[config.mk]
export PLATFORM = sky130hd
export DESIGN_NAME = alu_issue_ctrl
export DESIGN_NICKNAME = d
export VERILOG_FILES = /design/src/rtl/alu_issue_ctrl.sv
export SDC_FILE = /design/constraint.sdc
export NUM_CORES = 1
export LEC_CHECK = 0
export ABC_AREA = 1
export BUFFER_PORTS_ARGS = -buffer_cell sky130_fd_sc_hd__buf_4
export CORE_MARGIN = 10
export CORE_UTILIZATION = 52
export CTS_BUF_LIST = sky130_fd_sc_hd__clkbuf_4 sky130_fd_sc_hd__clkbuf_8 sky130_fd_sc_hd__clkbuf_16
export DETAILED_ROUTE_END_ITERATION = 12
export GPL_TIMING_DRIVEN = 0
export PLACE_DENSITY_LB_ADDON = 0.2
export SYNTH_ARGS = -nofsm -noshare
export SYNTH_HDL_FRONTEND = slang
export SYNTH_SLANG_ARGS = --single-unit
[constraint.sdc]
create_clock -name clk -period 3.35 [get_ports clk]
set_input_delay 0.335 -clock clk [delete_from_list [all_inputs] [get_ports clk]]
set_output_delay 0.335 -clock clk [all_outputs]
set_load 0.1 [all_outputs]
[src/rtl/alu_issue_ctrl.sv]
// Command sequencer in front of the 8-bit ALU: registers operands/select, captures
// the result one cycle later, and hands it downstream with an accumulator for chaining.
module alu_issue_ctrl #(
    parameter int WIDTH = 8,
    parameter int CNT_W = 16
) (
    input  logic             clk,
    input  logic             rst_n,
    input  logic             cmd_valid,
    output logic             cmd_ready,
    input  logic [2:0]       cmd_op,
    input  logic             cmd_src,
    input  logic [WIDTH-1:0] cmd_a,
    input  logic [WIDTH-1:0] cmd_b,
    input  logic             acc_clr,
    output logic [WIDTH-1:0] alu_a,
    output logic [WIDTH-1:0] alu_b,
    output logic [2:0]       alu_sel,
    input  logic [WIDTH-1:0] alu_out,
    input  logic             alu_carry,
    input  logic             alu_zero,
    output logic             res_valid,
    input  logic             res_ready,
    output logic [WIDTH-1:0] res_data,
    output logic             res_carry,
    output logic             res_zero,
    output logic [WIDTH-1:0] acc,
    output logic [CNT_W-1:0] op_count
);

    typedef enum logic [1:0] {IDLE, EXEC, DONE} state_t;

    state_t state_reg, state_next;

    logic [WIDTH-1:0] alu_a_reg, alu_b_reg, res_data_reg, acc_reg;
    logic [2:0]       alu_sel_reg;
    logic             res_carry_reg, res_zero_reg;
    logic [CNT_W-1:0] op_count_reg;

    logic accept, capture, release_res;

    assign accept      = (state_reg == IDLE) && cmd_valid;
    assign capture     = (state_reg == EXEC);
    assign release_res = (state_reg == DONE) && res_ready;

    always_ff @(posedge clk or negedge rst_n) begin
        if (!rst_n) state_reg <= IDLE;
        else        state_reg <= state_next;
    end

    always_comb begin
        state_next = state_reg;
        cmd_ready  = 1'b0;
        res_valid  = 1'b0;
        case (state_reg)
            IDLE: begin
                cmd_ready = 1'b1;
                if (cmd_valid) state_next = EXEC;
            end
            EXEC: state_next = DONE;
            DONE: begin
                res_valid = 1'b1;
                if (res_ready) state_next = IDLE;
            end
            default: state_next = IDLE;
        endcase
    end

    // alu_a samples the accumulator before any same-edge clear takes effect.
    always_ff @(posedge clk or negedge rst_n) begin
        if (!rst_n) begin
            alu_a_reg     <= '0;
            alu_b_reg     <= '0;
            alu_sel_reg   <= '0;
            res_data_reg  <= '0;
            res_carry_reg <= 1'b0;
            res_zero_reg  <= 1'b0;
            acc_reg       <= '0;
            op_count_reg  <= '0;
        end else begin
            if (accept) begin
                alu_a_reg   <= cmd_src ? acc_reg : cmd_a;
                alu_b_reg   <= cmd_b;
                alu_sel_reg <= cmd_op;
            end
            if (capture) begin
                res_data_reg  <= alu_out;
                res_carry_reg <= alu_carry;
                res_zero_reg  <= alu_zero;
            end
            if (acc_clr)      acc_reg <= '0;
            else if (capture) acc_reg <= alu_out;
            if (release_res)
                op_count_reg <= op_count_reg + CNT_W'(1);
        end
    end

    assign alu_a     = alu_a_reg;
    assign alu_b     = alu_b_reg;
    assign alu_sel   = alu_sel_reg;
    assign res_data  = res_data_reg;
    assign res_carry = res_carry_reg;
    assign res_zero  = res_zero_reg;
    assign acc       = acc_reg;
    assign op_count  = op_count_reg;

endmodule

==> metrics.txt, run 1 <==
final hold vios=0; Clock Latency Late Sink=about 0.30 ns; critical path depth=2; placer congestion estimate=roughly 0.81; status=finished, final reports clean; fin cells=429; critical path class=register to output port; post-cts resize count=0; Cells after Synth=282; most frequent cells in the layout=nand2_1, buf_4, dfrtp_1; max_cap viols=0; antenna violations before repair=0; origin of the worst setup path=state_reg[1]; crit path capture=cmd_ready; synthesized area=between 2000 and 2500 sq um; antenna viol nets, final=0; #FFs+latches synth=55; slowest CP cell=dfrtp_1; cts hold-fix bufs=0; startpoint types=register; first-pass GRT wire length=slightly above 10000 microns; Die Width=about 88 microns; CP required=roughly 3 ns; drt pass-1 iters=6; Largest register FFs=16; DR WL/cell=14.20 microns; reg2reg start=state_reg[1]; H-tree lvl count=2; area delta synth->final=34.85%; Worst-Margin Slew=around 0.69 ns; GRT Util Overall=between 10% and 20%; via count=2040; TritonCTS Sinks=55; Initial Utilization=around 54%; Worst path max stage delay=0.45 ns; syn avg cell area=8.466 sq um; Arr. time, crit path=1.34 ns; Placed Cells=approximately 420; worst slack at placement=a little under 2 ns; Antenna Cells=0; Synth cell types=22; CTS Root Cell=clkbuf_8; HPWL Detailed=roughly 4700 microns; Die Area=slightly below 8000 sq um; Slew Limit Headroom=53.86%; CTS tree=done; CTS Buf Count=5; Crit Reg-Reg Endpoint=alu_b[2]; PnR worst setup slack=roughly 1.7 ns; Ports=90; row cnt=24; sequential-to-total area share from yosys stat=between 50 and 60%; period utilization=49.89%; WL final=around 6100 microns; hold crit path type=input pin to async pin; Pins Over Slew Limit=0; worst r2r path cells=6; die height=approximately 88 microns; Setup violations, final=0; Vias/cell=4.755; Fin Setup TNS=0 ns; Ys Warns=0; RSZ-0062 raised after global routing=false; core area=between 4000 and 5000 sq um; cell family with most CP delay=flip-flops; Port Buf Inserts=slightly below 90; Layout Nets=roughly 410; crit path max fanout=5; largest net degree at the start of global routing=56; FMAX=0.5983 GHz; Filler cells=roughly 390; most common cell after layout, fill and taps aside=nand2_1; Worst Skew=0.005533 ns; CP Capture Type=output port; GRT Residual Overflow=0; post-layout minimum cycle time=1.671 ns; CP Cell Sequence=nor2_1 -> buf_4; share of layout cells above drive strength 1=between 20% and 30%; Initial DRC Count=around 140; vias in the first global route=roughly 2100; post-synth net total=between 300 and 400; R2R setup slack=1.98 ns; DRC viols=0; Worst-path clk slew=approximately 0.090 ns; worst path buffer plus inverter count=1; register area=~1400 sq um; area of the multi-input gates=slightly below 900 sq um; Max Buffers Root-to-Sink=2; Setup Fix Bufs, Post-CTS=0
==> per-layer routing <==
metal	vias up	global-route usage [%]	share of wire [%]
met3	5	7.707	10
met1	911	19.75	42
met5	-	0	0
met2	66	26.65	47
met4	0	4.203	0.87
li1	1058	-	-
==> how the worst min path moves through the flow <==
stage                     start        to  slack, ns  cells after the start
final                     rst_n  alu_a[3]       0.06                      1
after global routing      rst_n  alu_a[3]       0.10                      1
after CTS                 rst_n  alu_a[3]       0.09                      1
after detailed placement  rst_n  alu_a[3]       0.42                      1
after global placement    rst_n  alu_a[3]       0.42                      1
after floorplan           rst_n    acc[0]       0.04                      0
==> final cells by class <==
cell class | count | area share, %
plain buffers | 7 | 1.166
clock buffers | 6 | 2.371
clock inverters | 1 | 0.9328
inverters | 29 | 3.381
multi-input cells | 191 | 26.86
flip-flops and latches | 55 | 42.75
well taps | 52 | 2.021
repair buffers | 88 | 20.52
==> cells by family after synthesis <==
logic type	synth area share [%]
buf+inv	6.131
xor+xnor	3.669
flops	57.65
compound gates	5.451
fa+ha+maj	0.5240
simple gates	26.57
==> worst reg2reg max path, delay by kind of cell, from the launching register on <==
family        cells  cell delay, ns
flops             1            0.45
buf+inv           2            0.33
simple gates      4            0.55
==> synthesized netlist by cell type, drive strengths merged <==
master	instances	area [sq um]
a21oi	8	40.04
buf	6	33.77
clkbuf	1	3.750
dfrtp	55	1376
ha	1	12.51
inv	29	108.9
nand2	122	460.5
nand3	8	52.55
nand4	6	37.54
nor2	17	73.82
nor3	1	10.01
o21ai	18	90.08
xnor2	4	35.03
xor2	6	52.55
==> per-stage QoR <==
stage	area [sq um]	hold WS, ns	utilization (%)
final	3219	0.06375	72.93
after global routing	3219	0.1044	72.93
after CTS	3219	0.08754	72.93
after detailed placement	3113	0.4218	70.52
after global placement	3113	0.4222	70.52
after floorplan	2387	0.03941	-
Power of run 1 is not shown: default switching activity piles up to over one toggle a cycle in this logic, so the estimate is an artifact.
==> inputs of run 2 (changes only) <==
--- a/config.mk
+++ b/config.mk
@@ -8,7 +8,7 @@
 export ABC_AREA = 1
 export BUFFER_PORTS_ARGS = -buffer_cell sky130_fd_sc_hd__buf_4
 export CORE_MARGIN = 10
-export CORE_UTILIZATION = 52
+export CORE_UTILIZATION = 44
 export CTS_BUF_LIST = sky130_fd_sc_hd__clkbuf_4 sky130_fd_sc_hd__clkbuf_8 sky130_fd_sc_hd__clkbuf_16
 export DETAILED_ROUTE_END_ITERATION = 12
 export GPL_TIMING_DRIVEN = 0
==> constraint.sdc (replaced) <==
create_clock -name clk -period 1.5 [get_ports clk]
set_input_delay 0.15 -clock clk [delete_from_list [all_inputs] [get_ports clk]]
set_output_delay 0.15 -clock clk [all_outputs]
set_load 0.1 [all_outputs]
==> run 2 against run 1 <==
  * Wire length is 1.1% lower
  * Non-clock buffer count grew 2
  * Hold slack got worse by 0.018 ns
  * Sequential cell count is the same
  * Via count is 1.5% higher
==> metrics.txt, run 2 (synthesis results as in run 1) <==
status=finished, final reports clean; first-pass GRT wire length=9901 microns (-3.5%); post-layout minimum cycle time=approximately 1.4 ns; reg2reg start=state_reg[0]; antenna viol nets, final=0 (unchanged); R2R setup slack=0.13 ns (-1.85 ns); CP most frequent cell=nand2_1; worst path buffer plus inverter count=1 (unchanged); Initial DRC Count=75 (-45%); final hold vios=0 (unchanged); CP Capture Type=register; Setup violations, final=0 (unchanged); Vias/cell=4.600 (-3.3%); slowest CP cell=dfrtp_1; drt pass-1 iters=4 (-2); antenna violations before repair=0 (unchanged); period utilization=between 90% and 100%; GRT Util Overall=13.90% (-2.7 points); most common cell after layout, fill and taps aside=nand2_1; Max Buffers Root-to-Sink=2 (unchanged); Filler cells=461 (+18%); via count=2070 (+1.5%); WL final=6022 microns (-1.1%); row cnt=26 (+8.3%); Port Buf Inserts=88 (unchanged); Fin Setup TNS=0 ns (unchanged); CTS Root Cell=clkbuf_8; die height=93.66 microns (+6.7%); HPWL Detailed=4677 microns (-0.11%); H-tree lvl count=2 (unchanged); CP Cell Sequence=inv_1 -> nand3_4 -> nor2_4 -> nand2_1 -> o21ai_1 -> nand2_1; origin of the worst setup path=state_reg[0]; placer congestion estimate=0.8033 (-0.47%); Worst-Margin Slew=0.6878 ns (-0.004337 ns); vias in the first global route=2065 (-1.8%); RSZ-0062 raised after global routing=false; crit path max fanout=9 (+4); hold crit path type=input pin to register; Pins Over Slew Limit=0 (unchanged); CP required=1.69 ns (-1.32 ns); Antenna Cells=0 (unchanged); CTS tree=done; cell family with most CP delay=simple AND/OR/NAND/NOR gates; Die Width=93.66 microns (+6.7%); area delta synth->final=38.10%; post-cts resize count=0 (unchanged); Ports=90 (unchanged); Largest register FFs=16 (unchanged); DRC viols=0 (unchanged); Arr. time, crit path=1.56 ns (+0.22 ns); most frequent cells in the layout=nand2_1, buf_4, dfrtp_1; Initial Utilization=46.15% (-7.9 points); Die Area=8772 sq um (+14%); share of layout cells above drive strength 1=33.16% (+5.0 points); max_cap viols=0 (unchanged); startpoint types=register; critical hold path startpoint=cmd_b[1]; Slew Limit Headroom=54.15% (+0.29 points); CTS Buf Count=5 (unchanged); Worst Skew=0.006017 ns (+0.0004844 ns); Worst path max stage delay=0.43 ns (-0.02 ns); Fin Hold WS=0.04620 ns (-0.01754 ns); FMAX=about 0.73 GHz; DR WL/cell=13.38 microns (-5.7%); Layout Nets=415 (+0.48%); Worst-path clk slew=0.09 ns (about the same); Clock Latency Late Sink=0.30 ns (about the same); GRT Residual Overflow=0 (unchanged); critical path class=register to register; largest net degree at the start of global routing=56 (unchanged); core area=5172 sq um (+17%); TritonCTS Sinks=55 (unchanged)
==> run 2: cell count changes in the layout (fill, tap and decap cells not counted), moves of 2 or more <==
cell	change
buf_6	+3
dfrtp_1	-15
dfrtp_2	+12
dfrtp_4	+3
nor2_1	-2
o21ai_0	-7
o21ai_1	+7
==> run 2: worst register-to-register path, stage by stage (launching register included) <==
cell     delay, ns
dfrtp_1       0.43
inv_1         0.14
nand3_4       0.16
nor2_4        0.23
nand2_1       0.12
o21ai_1       0.12
nand2_1       0.06
==> run 2: repair_timing <==
action / in CTS / in global routing
buffers inserted: 0 / 1
endpoints found under the hold margin: 55 / 0
hold buffers: 1 / 0
endpoints found under the setup margin: 0 / 1
==> run 2: stage by stage <==
| stage | setup slack (ns) | instance area [sq um] | std cells | util (%) |
|---|---|---|---|---|
| final | 0.1285 | 3297 | 450 | 63.74 |
| after global routing | 0.003194 | 3297 | 450 | 63.74 |
| after CTS | 0.1224 | 3289 | 449 | 63.59 |
| after floorplan | -0.04572 | 2442 | 282 | - |
| after detailed placement | 0.1371 | 3191 | 440 | 61.68 |
| after global placement | 0.1533 | 3191 | 440 | 61.68 |
==> run 2: final cells by class <==
class / instances / area (sq um) / area share (%)
clock buffer: 7 / 83.83 / 2.543
clock inverter: 1 / 5.005 / 0.1518
tap: 70 / 87.58 / 2.657
inverter: 29 / 108.9 / 3.302
sequential: 55 / 1403 / 42.54
timing repair buffer: 90 / 678.2 / 20.57
buffer: 7 / 51.30 / 1.556
multi-input combinational: 191 / 879.6 / 26.68
==> run 2: path summary, 6_finish.rpt <==
kind / cells after the start / to
worst max-delay path: 6 / op_count[11]
worst min-delay path: 3 / alu_b[1]
worst max register to register: 6 / op_count[11]
worst min register to register: 2 / alu_b[2]
max in group asynchronous: 2 / op_count[0]
min in group asynchronous: 2 / alu_b[1]
==> run 2: routing by layer <==
metal  vias up  global-route usage (%)  share of wire [%]
li1       1059                       -                  -
met1       947                   16.84                 44
met2        60                   22.45                 47
met3         4                   5.755                8.8
met4         0                   3.418               0.63
met5         -                       0                  0
Power of run 2 is left out for the same reason.
